--- config.mk ---
export PLATFORM = sky130hd
export DESIGN_NAME = ttc_settle_timer
export DESIGN_NICKNAME = d
export VERILOG_FILES = /design/src/rtl/ttc_pkg.sv /design/src/rtl/ttc_settle_timer.sv
export SDC_FILE = /design/constraint.sdc
export NUM_CORES = 1
export LEC_CHECK = 0
export ABC_AREA = 1
export ABC_CLOCK_PERIOD_IN_PS = 2400
export CAP_MARGIN = 30
export CORE_MARGIN = 2
export CORE_UTILIZATION = 40
export CTS_BUF_LIST = sky130_fd_sc_hd__clkbuf_2 sky130_fd_sc_hd__clkbuf_4 sky130_fd_sc_hd__clkbuf_8
export DETAILED_ROUTE_END_ITERATION = 8
export HOLD_SLACK_MARGIN = 0.12
export MAX_ROUTING_LAYER = met4
export PLACE_DENSITY = 0.65
export SLEW_MARGIN = 20
export SYNTH_ARGS = -nofsm -noshare
export SYNTH_HDL_FRONTEND = slang
export SYNTH_SLANG_ARGS = --single-unit
export TNS_END_PERCENT = 50
--- constraint.sdc ---
create_clock -name clk -period 2.4 [get_ports clk]
set_input_delay 0.24 -clock clk [delete_from_list [all_inputs] [get_ports clk]]
set_output_delay 0.24 -clock clk [all_outputs]
set_load 0.01 [all_outputs]
--- src/rtl/ttc_pkg.sv ---
// Shared definitions for the sweep-style truth table checkers.
// Holds the FSM state encoding and the settle timer width.
package ttc_pkg;

  localparam int TIMER_W = 8;

  typedef logic [1:0] ttc_state_t;

  localparam ttc_state_t ST_IDLE   = 2'd0;
  localparam ttc_state_t ST_SETTLE = 2'd1;
  localparam ttc_state_t ST_SAMPLE = 2'd2;
  localparam ttc_state_t ST_DONE   = 2'd3;

endpackage

--- src/rtl/ttc_settle_timer.sv ---
// Loadable down-counter with a zero flag. It paces each vector of a sweep.
// Priority: load over decrement. The count holds at zero.
module ttc_settle_timer
  import ttc_pkg::*;
(
  input  logic               clk,
  input  logic               reset_n,
  input  logic               load,
  input  logic [TIMER_W-1:0] load_val,
  input  logic               dec,
  output logic               zero
);

  logic [TIMER_W-1:0] count_q, count_d;

  always_comb begin
    count_d = count_q;
    if (load) begin
      count_d = load_val;
    end else if (dec && (count_q != '0)) begin
      count_d = count_q - TIMER_W'(1);
    end
  end

  always_ff @(posedge clk or negedge reset_n) begin
    if (!reset_n) begin
      count_q <= '0;
    end else begin
      count_q <= count_d;
    end
  end

  assign zero = (count_q == '0);

endmodule

==> reports/summary.log <==
INFO  timing         timing.clock.skew=0.003655ns
INFO  global_routing initial_antenna_violation_count=0
INFO  clock_network  postCtsHoldBufs=0
INFO  timing         final-max-slew-violation-count=0
INFO  clock_network  tritoncts=done
INFO  die            dieHeight=42.63µm
INFO  layout         proportion_of_layout_cells_with_a_drive_suffix_above_1=8.333%
INFO  placement      gp_routability_congestion=0.7870
INFO  synth          synth-seq-cells=8
INFO  clock_network  clk_path_buf_depth=2
INFO  setup_path     r2r_cells=7
INFO  placement      port_buffers=12
INFO  layout         max_ffs_per_register=8
INFO  detailed_routing initial_drt_markers=8
INFO  setup_path     timing_worst_setup_path_type=flip-flop to primary output
INFO  detailed_routing drtAntennaViolNets=0
INFO  detailed_routing drt_wl_total=1322µm
INFO  timing         achievable-frequency=0.4890GHz
INFO  setup_path     worst_ep_required_time=2.16ns
INFO  setup_path     timing.critical_path.depth=5
INFO  timing         setup_viol_count_final=0
INFO  layout         postLayoutCoreUtil=56.44%
INFO  setup_path     path_delay_family=buffers and inverters
INFO  die            die_w=42.63µm
INFO  clock_network  clock_sinks=8
INFO  timing         max-slew-margin-rel=73.98%
INFO  clock_network  cts.repair.resized=0
INFO  setup_path     crit-reg2reg-capture=count_q[0]
INFO  power_and_ir_drop static_power_due_to_leakage=0.3895nW
INFO  setup_path     critical_path.endpoint_type=primary output
INFO  layout         mostFrequentLayoutCells=sky130_fd_sc_hd__nand2_1, sky130_fd_sc_hd__nand3_1, sky130_fd_sc_hd__clkdlybuf4s50_1, sky130_fd_sc_hd__inv_1, sky130_fd_sc_hd__nor2_1
INFO  global_routing first_global_vias=501
INFO  detailed_routing vias_per_cell=4.976
INFO  synth          mappedNetlistNets=107
INFO  layout         syn_to_final_growth=27.67%
INFO  timing         tightestPinTransition=0.3891ns
INFO  timing         period_minus_slack=2.045ns
INFO  setup_path     crit_path_start=count_q[0]
INFO  layout         reg_top3=count_q (8)
INFO  setup_path     worstPathBufferInverterCount=2
INFO  die            floorplan.core_area=1350µm²
INFO  layout         antenna_diode_instance_count=0
INFO  power_and_ir_drop power.total=0.4432mW
INFO  synth          yosys_warnings=0
INFO  layout         final_cell_count_without_fillers=123
INFO  clock_network  cts.htree.levels=1
INFO  setup_path     slowest_delay=0.55ns
INFO  setup_path     regToRegSetupSlack=0.97ns
INFO  clock_network  cts_post_setup_buffers_inserted=0
INFO  timing         post-route-period-util=85.20%
INFO  synth          synth.distinct_cells=16
INFO  setup_path     endpoint=zero
INFO  worst_hold_path timing.hold.worst.class=primary input to async pin
INFO  setup_path     reg2reg_from=count_q[0]
INFO  die            dieArea=1817µm²
INFO  die            num_rows=13
INFO  placement      dpl.hpwl=1009µm
INFO  setup_path     crit_chain=inv_1 > ha_1 > nand2_1 > nor2_1 > clkdlybuf4s50_1
INFO  clock_network  worstSkewPairLatency=0.26ns
INFO  global_routing globalRouteTotalUtil=16.76%
INFO  timing         finalHoldViolCount=0
INFO  clock_network  worst_path_clk_slew=0.06ns
INFO  clock_network  clockRootBuffer=sky130_fd_sc_hd__clkbuf_4
INFO  global_routing maximum_number_of_pins_on_one_net_before_global_route_repair=13
INFO  job            max_cap_violations=0
INFO  synth          postSynthCellCount=93
INFO  detailed_routing wire_per_inst=10.75µm
INFO  global_routing global_route_wire_length_before_repair=2187µm
INFO  timing         fin_ws=0.3551ns
INFO  detailed_routing drc_errors=0
INFO  layout         number_of_nets_in_the_finished_design=124
INFO  detailed_routing pre_antenna_drt_iters=4
INFO  timing         grt_setup_unrepaired=false
INFO  global_routing gr-total-overflow=0
INFO  detailed_routing vias=612
INFO  setup_path     critical-path-slowest-cell=sky130_fd_sc_hd__clkdlybuf4s50_1
INFO  synth          synth.yosys.seq_area_share=33.54%
INFO  power_and_ir_drop vdd_drop_max=340.9µV
INFO  clock_network  clock_buffers_created_by_tritoncts=3
INFO  setup_path     worst_setup_sp_type=flip-flop
INFO  synth          syn-cell-area=596.8µm²
INFO  power_and_ir_drop power-per-cell-area=581.7nW/µm²
INFO  status         outcome=finished clean
INFO  layout         largest_register=count_q
INFO  layout         most_common_library_cell_in_the_layout_ignoring_fill_and_taps=sky130_fd_sc_hd__nand2_1
INFO  die            boundaryPins=13
INFO  synth          post_synth.cell_area_avg=6.417µm²
INFO  setup_path     cp_data_arrival_time=1.80ns
INFO  placement      dpl.cell_count=120
INFO  setup_path     critical_path.max_fanout=7
INFO  die            start_util=44.21%
INFO  timing         setup_tns=0ns
INFO  placement      dpl_ws=0.6242ns
==> layout make-up <==
| cell class | instances | area, µm² |
|---|---|---|
| fill | 140 | 588.1 |
| multi-input combinational | 73 | 350.3 |
| sequential | 8 | 200.2 |
| timing repair buffer | 13 | 127.6 |
| inverter | 11 | 42.54 |
| clock buffer | 3 | 22.52 |
| tap | 15 | 18.77 |
==> worst min-delay path by stage <==
stage / endpoint / cells past startpoint / from / slack, ns
6_report: count_q[5] / 1 / reset_n / 0.27
5_1_grt: count_q[4] / 1 / reset_n / 0.29
4_1_cts: count_q[4] / 1 / reset_n / 0.28
3_5_place_dp: count_q[4] / 1 / reset_n / 0.56
3_3_place_gp: count_q[0] / 3 / count_q[0] / 0.55
2_1_floorplan: count_q[0] / 0 / reset_n / -0.06
==> synth_stat cells <==
cell type | number | area (µm²)
sky130_fd_sc_hd__nand2_1 | 36 | 135.1
sky130_fd_sc_hd__nand3_1 | 13 | 65.06
sky130_fd_sc_hd__inv_1 | 10 | 37.54
sky130_fd_sc_hd__nor2_1 | 9 | 33.78
sky130_fd_sc_hd__dfrtp_1 | 8 | 200.2
sky130_fd_sc_hd__o21ai_0 | 4 | 20.02
sky130_fd_sc_hd__ha_1 | 2 | 25.02
sky130_fd_sc_hd__nand4_1 | 2 | 12.51
sky130_fd_sc_hd__o21ai_1 | 2 | 10.01
sky130_fd_sc_hd__clkbuf_1 | 1 | 3.750
sky130_fd_sc_hd__clkinv_2 | 1 | 5.000
sky130_fd_sc_hd__nand2_2 | 1 | 6.260
sky130_fd_sc_hd__nand2_4 | 1 | 11.26
sky130_fd_sc_hd__nor2_2 | 1 | 6.260
sky130_fd_sc_hd__o21ai_4 | 1 | 16.27
sky130_fd_sc_hd__xnor2_1 | 1 | 8.760
==> cells by family after synthesis <==
family | Yosys count | share of synthesized area, %
AND/OR/NAND/NOR | 63 | 45.28
XOR/XNOR | 1 | 1.468
adder cells (fa/ha/maj) | 2 | 4.192
AO/OA/AOI/OAI | 7 | 7.758
flip-flops | 8 | 33.54
buffers and inverters | 12 | 7.756
==> worst reg2reg max path, cell delays in order, from the launching register on <==
cell,delay [ns]
sky130_fd_sc_hd__dfrtp_1,0.38
sky130_fd_sc_hd__inv_1,0.17
sky130_fd_sc_hd__ha_1,0.19
sky130_fd_sc_hd__nand2_1,0.10
sky130_fd_sc_hd__o21ai_4,0.22
sky130_fd_sc_hd__nand2_4,0.11
sky130_fd_sc_hd__nand2_1,0.07
sky130_fd_sc_hd__o21ai_1,0.06
==> where the power goes <==
group	internal [mW]	leakage, nW	switching (mW)
clock	0.0575	0.0138	0.0499
combinational	0.0649	0.278	0.0883
sequential	0.156	0.0977	0.0261
total	0.279	0.390	0.164
==> through the flow <==
step / hold slack [ns] / area, µm²
after floorplan: -0.05559 / 596.8
after global placement: 0.5485 / 739.5
after detailed placement: 0.5588 / 739.5
after CTS: 0.2774 / 762.0
after global routing: 0.2862 / 762.0
final: 0.2679 / 762.0
==> layer usage <==
metal	routed length, µm	vias up	GRT usage (%)
met5	0	-	-
met4	28	0	10.63
met3	75	5	3.879
met2	574	19	21.82
met1	643	262	22.77
li1	-	326	-
(Power assumes the default switching activity.)
